[src/rtl/axi_dma_pkg.sv]
// Shared types and constants for the AXI DMA read-address path.
package axi_dma_pkg;

    // Read-address generator states
    typedef enum logic [1:0] {
        IDLE  = 2'd0,
        CALC  = 2'd1,
        ADDR  = 2'd2,
        DRAIN = 2'd3
    } state_t;

    // AXI AxBURST encodings
    localparam logic [1:0] BURST_FIXED = 2'b00;
    localparam logic [1:0] BURST_INCR  = 2'b01;
    localparam logic [1:0] BURST_WRAP  = 2'b10;

    // AXI bursts may not cross this boundary
    localparam int PAGE_BYTES = 4096;

endpackage

[src/rtl/axi_burst_calc.sv]
// Combinational burst length: the smallest of beats remaining, the burst cap
// and the beats left before the next 4KB page boundary.
module axi_burst_calc
    import axi_dma_pkg::*;
#(
    parameter int CNT_W      = 14,
    parameter int MAX_LEN    = 16,
    parameter int BEAT_BYTES = 4
) (
    input  logic [11:0]      addr,
    input  logic [CNT_W-1:0] remaining,
    output logic [8:0]       len
);

    localparam int BEAT_SHIFT = $clog2(BEAT_BYTES);
    // Wide enough for both the page-beat count (13 bits) and the remaining count
    localparam int CW = (CNT_W > 13) ? CNT_W : 13;

    logic [12:0]   page_bytes;
    logic [CW-1:0] page_beats;
    logic [CW-1:0] rem_ext;

    // Address is beat-aligned, so the page remainder divides exactly
    assign page_bytes = 13'(PAGE_BYTES) - {1'b0, addr};
    assign page_beats = CW'(page_bytes >> BEAT_SHIFT);
    assign rem_ext    = CW'(remaining);

    // Clamp to the burst cap, then to the page limit, then to what is left
    always_comb begin
        len = 9'(MAX_LEN);
        if (page_beats < CW'(len)) begin
            len = page_beats[8:0];
        end
        if (rem_ext < CW'(len)) begin
            len = rem_ext[8:0];
        end
    end

endmodule

[src/rtl/axi_raddr_gen.sv]
// AXI read-address generator: splits a DMA transfer into INCR bursts that
// respect the burst cap and 4KB pages, and throttles on outstanding bursts.
module axi_raddr_gen
    import axi_dma_pkg::*;
#(
    parameter int ADDR_W     = 32,
    parameter int CNT_W      = 14,
    parameter int MAX_LEN    = 16,
    parameter int BEAT_BYTES = 4,
    parameter int MAX_OUTS   = 4
) (
    input  logic              aclk,
    input  logic              areset,
    output logic [ADDR_W-1:0] araddr,
    output logic [7:0]        arlen,
    output logic [2:0]        arsize,
    output logic [1:0]        arburst,
    output logic              arvalid,
    input  logic              arready,
    input  logic              dma_axi_start,
    input  logic [ADDR_W-1:0] dma_cfg_saddr,
    input  logic [CNT_W-1:0]  dma_cfg_number,
    input  logic              rburst_done,
    output logic              dma_axi_raddr_free,
    output logic              dma_axi_raddr_done
);

    localparam int BEAT_SHIFT = $clog2(BEAT_BYTES);
    localparam int OUT_W      = $clog2(MAX_OUTS + 1);
    localparam logic [OUT_W-1:0] OUT_MAX = OUT_W'(MAX_OUTS);
    localparam logic [OUT_W-1:0] OUT_ONE = OUT_W'(1);
    localparam logic [ADDR_W-1:0] ALIGN_MASK = ~ADDR_W'(BEAT_BYTES - 1);

    state_t            state_reg,     state_next;
    logic [ADDR_W-1:0] addr_reg,      addr_next;
    logic [7:0]        arlen_reg,     arlen_next;
    logic [CNT_W-1:0]  remaining_reg, remaining_next;
    logic [OUT_W-1:0]  outs_reg,      outs_next;
    logic              arvalid_reg,   arvalid_next;
    logic              free_reg,      free_next;
    logic              done_reg,      done_next;

    logic [8:0]        calc_len;
    logic              handshake;
    logic              resp_dec;
    logic [ADDR_W-1:0] addr_step;
    logic [CNT_W-1:0]  rem_after;

    axi_burst_calc #(
        .CNT_W      (CNT_W),
        .MAX_LEN    (MAX_LEN),
        .BEAT_BYTES (BEAT_BYTES)
    ) u_calc (
        .addr      (addr_reg[11:0]),
        .remaining (remaining_reg),
        .len       (calc_len)
    );

    assign handshake = arvalid_reg & arready;
    // A completion with nothing outstanding is spurious and dropped
    assign resp_dec  = rburst_done & (outs_reg != '0);
    // Burst size in bytes and beats, recovered from the registered arlen
    assign addr_step = (ADDR_W'(arlen_reg) + ADDR_W'(1)) << BEAT_SHIFT;
    assign rem_after = remaining_reg - (CNT_W'(arlen_reg) + CNT_W'(1));

    // Next-state and next-output logic for the burst sequencer
    always_comb begin
        state_next     = state_reg;
        addr_next      = addr_reg;
        arlen_next     = arlen_reg;
        remaining_next = remaining_reg;
        arvalid_next   = arvalid_reg;
        free_next      = free_reg;
        done_next      = 1'b0;
        outs_next      = outs_reg;

        // Outstanding-burst accounting; coincident issue and completion cancel
        case ({handshake, resp_dec})
            2'b10:   outs_next = outs_reg + OUT_ONE;
            2'b01:   outs_next = outs_reg - OUT_ONE;
            default: outs_next = outs_reg;
        endcase

        case (state_reg)
            IDLE: begin
                if (dma_axi_start) begin
                    addr_next      = dma_cfg_saddr & ALIGN_MASK;
                    remaining_next = dma_cfg_number;
                    free_next      = 1'b0;
                    state_next     = (dma_cfg_number == '0) ? DRAIN : CALC;
                end
            end
            CALC: begin
                if (outs_reg < OUT_MAX) begin
                    arlen_next   = 8'(calc_len - 9'd1);
                    arvalid_next = 1'b1;
                    state_next   = ADDR;
                end
            end
            ADDR: begin
                if (handshake) begin
                    addr_next      = addr_reg + addr_step;
                    remaining_next = rem_after;
                    arvalid_next   = 1'b0;
                    state_next     = (rem_after == '0) ? DRAIN : CALC;
                end
            end
            DRAIN: begin
                if ((outs_reg == '0) || ((outs_reg == OUT_ONE) && rburst_done)) begin
                    done_next  = 1'b1;
                    free_next  = 1'b1;
                    state_next = IDLE;
                end
            end
            default: state_next = IDLE;
        endcase
    end

    // State and output registers, cleared asynchronously by reset
    always_ff @(posedge aclk or negedge areset) begin
        if (!areset) begin
            state_reg     <= IDLE;
            addr_reg      <= '0;
            arlen_reg     <= '0;
            remaining_reg <= '0;
            outs_reg      <= '0;
            arvalid_reg   <= 1'b0;
            free_reg      <= 1'b1;
            done_reg      <= 1'b0;
        end else begin
            state_reg     <= state_next;
            addr_reg      <= addr_next;
            arlen_reg     <= arlen_next;
            remaining_reg <= remaining_next;
            outs_reg      <= outs_next;
            arvalid_reg   <= arvalid_next;
            free_reg      <= free_next;
            done_reg      <= done_next;
        end
    end

    assign araddr             = addr_reg;
    assign arlen              = arlen_reg;
    assign arsize             = 3'(BEAT_SHIFT);
    assign arburst            = BURST_INCR;
    assign arvalid            = arvalid_reg;
    assign dma_axi_raddr_free = free_reg;
    assign dma_axi_raddr_done = done_reg;

endmodule

[config.mk]
export PLATFORM = sky130hd
export DESIGN_NAME = axi_raddr_gen
export DESIGN_NICKNAME = d
export VERILOG_FILES = /design/src/rtl/axi_dma_pkg.sv /design/src/rtl/axi_burst_calc.sv /design/src/rtl/axi_raddr_gen.sv
export SDC_FILE = /design/constraint.sdc
export NUM_CORES = 1
export LEC_CHECK = 0
export ABC_AREA = 1
export BUFFER_PORTS_ARGS = -buffer_cell sky130_fd_sc_hd__buf_2
export CAP_MARGIN = 10
export CORE_ASPECT_RATIO = 1.25
export CORE_MARGIN = 2
export CORE_UTILIZATION = 57
export CTS_CLUSTER_SIZE = 40
export DETAILED_ROUTE_END_ITERATION = 8
export PLACE_DENSITY = 0.82
export SYNTH_ARGS = -nofsm -noshare
export SYNTH_HDL_FRONTEND = slang
export SYNTH_SLANG_ARGS = --single-unit
[constraint.sdc]
create_clock -name aclk -period 4.06 [get_ports aclk]
set_clock_uncertainty 0.1 [all_clocks]
set_input_delay 0.812 -clock aclk [delete_from_list [all_inputs] [get_ports aclk]]
set_output_delay 0.812 -clock aclk [all_outputs]
set_load 0.03 [all_outputs]
==> summary.md <==
| Metric | Value |
|---|---|
| Status | completed |
| IO buf count | 89 |
| Share of cells above drive strength 1 | 19.6% |
| Die Wd | 87.7 um |
| Pin count of the biggest net entering global routing | 71 |
| Cell row count | 38 |
| Cell taking the most area after synthesis | dfrtp_1 |
| FF-to-FF End | araddr[29]$_DFFE_PN0P_ |
| Post-route setup slack | 0.405 ns |
| H-tree depth | 3 |
| Vias in the first global route | about 4,900 |
| Synth Area in Compound Gates | between 10% and 20% |
| Clock Sinks | 60 |
| Final setup viols | 0 |
| Simple-Gate Fraction of Synth Area | 28.1% |
| First-pass GRT wire length | roughly 22,000 um |
| Clock root cell | clkbuf_8 |
| Synth warn | 0 |
| Core Util, Final | 67.2% |
| Worst Max-Slew Pin Slew | 0.964 ns |
| Register area | between 0.0015 and 0.002 mm2 |
| Crit-path max cell delay | 0.44 ns |
| Initial core utilization | 57.9% |
| Final hold vios | 0 |
| Worst-path clk slew | 0.07 ns |
| Initial antenna violation count | 0 |
| Pre-CTS setup slack | 0.431 ns |
| Final Cycle Share | between 90% and 100% |
| Die ar. | approximately 0.0095 mm2 |
| Synth Area in XOR/XNOR | under 10% |
| CTS tree | done |
| Normalized max-slew margin | 35.7% |
| Pwr Density | 1000 mW/mm2 |
| Largest family of logic cells by synthesized area | simple AND/OR/NAND/NOR gates |
| Sequential area share after synthesis | 30.1% |
| Cts bufs inserted | 9 |
| GRT overflow | 0 |
| Max_cap viols | 0 |
| Mux cell area share after synthesis | 0% |
| HPWL Detailed | roughly 10,000 um |
| Critical Path End Type | register |
| Min-Delay Path Class | register to register |
| Antenna fix cells | 0 |
| Hold EP | dma_axi_raddr_free$_DFFE_PN1P_ |
| Area taken by multi-input logic gates | 0.00304 mm2 |
| Synth-to-layout area growth | 15.9% |
| Core Area | around 0.0086 mm2 |
| Worst-case reg-to-reg path depth | 19 |
| CP top delay family | simple AND/OR/NAND/NOR gates |
| Synthesized flop and latch total | 60 |
| Peak Freq | 274 MHz |
| Max Root-Sink Buffers | 2 |
| Synth Cell Area | between 0.004 and 0.005 mm2 |
| DRC viols | 0 |
| Chip height | roughly 110 um |
| Fillcell total | 751 |
| Avg Cell Area, Syn | ~7.2 um2 |
| Detailed Routing Iterations Pass 1 | 5 |
| Worst r2r src | arlen[1]$_DFFE_PN0P_ |
| CP startpoint kind | register |
| CP cell instances | inv_1, nor3_2, nand3_1, xor2_1, inv_1, ha_1, nand2_1, o21ai_0, nand2_1, nand3_1, nand4_2, nor2_4, nand2_2, nor2_2, nand2_1, nor2_1, o21ai_1, o211ai_1, o21ai_0 |
| Setup Crit Path Kind | register to register |
| CP max FO | 5 |
| Drt total wl | about 13,000 um |
| Area share of the largest cell type after synthesis | between 20 and 30% |
| Tmin final | around 3.7 ns |
| DRT iter0 DRCs | 303 |
| Most frequent CP cell | nand2_1 |
| Hold depth | 2 |
| Slowest CP cell | dfrtp_1 |
| Leak pwr | approximately 2.9 nW |
| Final Net Count | 869 |
| Crit path arrival time | 3.75 ns |
| GPL Wtd Cong | 0.945 |
| Vias per cell | 5.59 |
| Max reg flops | 30 |
| Post-route ant nets | 0 |
| CP Buf/Inv Count | 2 |
| Vias | between 5,000 and 6,000 |
| Post-synthesis adder-cell area fraction | 8.83% |
| Worst R2R Setup Slack | 0.40 ns |
| Worst-skew pair later-pin latency | approximately 0.35 ns |
| Hold Crit Start | dma_axi_raddr_free$_DFFE_PN1P_ |
| Final Slew Violations | 0 |
| Total negative setup slack | 0 ns |
| Synth cell types | 46 |
| Unrepaired setup endpoints after global routing | false |
| # IOs | 99 |
| Post-synthesis cell count | 693 |
| Worst IR Drop VDD | 0.754 mV |
| Top cells by area, synth | dfrtp_1 30%, nand2_1 9.0%, ha_1 8.0% |
| Worst EP required | 4.16 ns |
| Drt wl/cell | 14.7 um |
| Global Route Usage Sum | 29.2% |
[routing by layer]
metal,track usage (%),wire (um),vias to the layer above
li1,-,-,2474
met1,34.9,5490,2400
met2,51.0,6830,170
met3,3.59,645,34
met4,14.3,425,0
met5,0,0,-
[cells in the mapped netlist, drive strengths merged]
master	n
o21ai	70
fa	2
dfrtp	59
clkbuf	13
o22ai	10
a311oi	1
a22oi	2
nor3b	3
nor2	70
or2	5
nand4	12
xor2	27
xnor2	7
inv	95
a31oi	8
nand3	36
a21o	1
ha	32
and3	1
nand3b	1
a21boi	1
a21oi	35
o2111ai	1
o211ai	17
nor4	4
o21bai	2
conb	2
dfstp	1
clkinv	2
nand2	139
o221ai	2
o31ai	1
nor3	20
buf	11
[how the worst max path moves through the flow]
stage | slack [ns] | cells past startpoint | start | to
3_5_place_dp | 0.43 | 18 | arlen[1]$_DFFE_PN0P_ | araddr[29]$_DFFE_PN0P_
6_report | 0.40 | 19 | arlen[1]$_DFFE_PN0P_ | araddr[29]$_DFFE_PN0P_
2_1_floorplan | 0.85 | 18 | arlen[1]$_DFFE_PN0P_ | araddr[28]$_DFFE_PN0P_
3_3_place_gp | 0.65 | 18 | arlen[1]$_DFFE_PN0P_ | araddr[29]$_DFFE_PN0P_
5_1_grt | 0.09 | 19 | arlen[1]$_DFFE_PN0P_ | araddr[29]$_DFFE_PN0P_
4_1_cts | 0.35 | 19 | arlen[1]$_DFFE_PN0P_ | araddr[29]$_DFFE_PN0P_
[tightest hold or removal path, stage by stage (launching register included)]
cell     delay [ns]
dfstp_2        0.37
nand2_1        0.06
nand2_1        0.05
[where the power goes]
part / leakage [nW] / switching (mW) / total, mW / internal (mW)
Clock: 0.113 / 0.246 / 0.624 / 0.379
Sequential: 0.717 / 0.378 / 1.31 / 0.927
Combinational: 2.06 / 2.56 / 3.86 / 1.30
Total: 2.89 / 3.18 / 5.79 / 2.61
[layout make-up]
| type | instances | share of cell area (%) |
|---|---|---|
| flip-flops and latches | 60 | 26.0 |
| clock buffers | 12 | 2.68 |
| repair buffers | 95 | 8.49 |
| multi-input cells | 521 | 52.7 |
| inverters | 97 | 6.30 |
| well taps | 120 | 2.60 |
| clock inverters | 4 | 1.26 |
[per-stage QoR]
stage	instances	instance area (um2)	hold WS [ns]	power [mW]
finish	909	5780	0.380	5.79
global route	909	5780	0.390	6.32
CTS	909	5770	0.383	5.76
detailed placement	893	5550	0.371	5.10
global placement	893	5550	0.354	4.95
floorplan	702	5020	0.375	4.13
[cell families (layout without fill, tap and decap cells)]
| group | count (synthesis) | in the layout |
|---|---|---|
| xor gates and xnor gates | 34 | 34 |
| adders and majority gates | 34 | 34 |
| AOI/OAI and AO/OA | 151 | 151 |
| other | 2 | 11 |
| and+or+nand+nor | 291 | 291 |
| buffers and inverters | 121 | 208 |
| DFF | 60 | 60 |
[repair_timing]
item / in CTS / in global routing
endpoints found under the setup margin: 0 / 1
gates resized for setup: 0 / 1
hold buffers: 0 / 0
buffers inserted: 0 / 0
[layout by cell type, fill, tap and decap left out, drive strengths merged, types with 4 or more instances in the layout]
master,synthesis,final
nand4,12,12
or2,5,5
inv,95,95
ha,32,32
xnor2,7,7
nand2,139,139
o21ai,70,70
nor2,70,70
a21oi,35,35
o22ai,10,10
dfrtp,59,59
a31oi,8,8
clkbuf,13,12
buf,11,95
xor2,27,27
conb,2,11
nand3,36,36
nor4,4,4
o211ai,17,17
nor3,20,20
(Power assumes the default switching activity.)
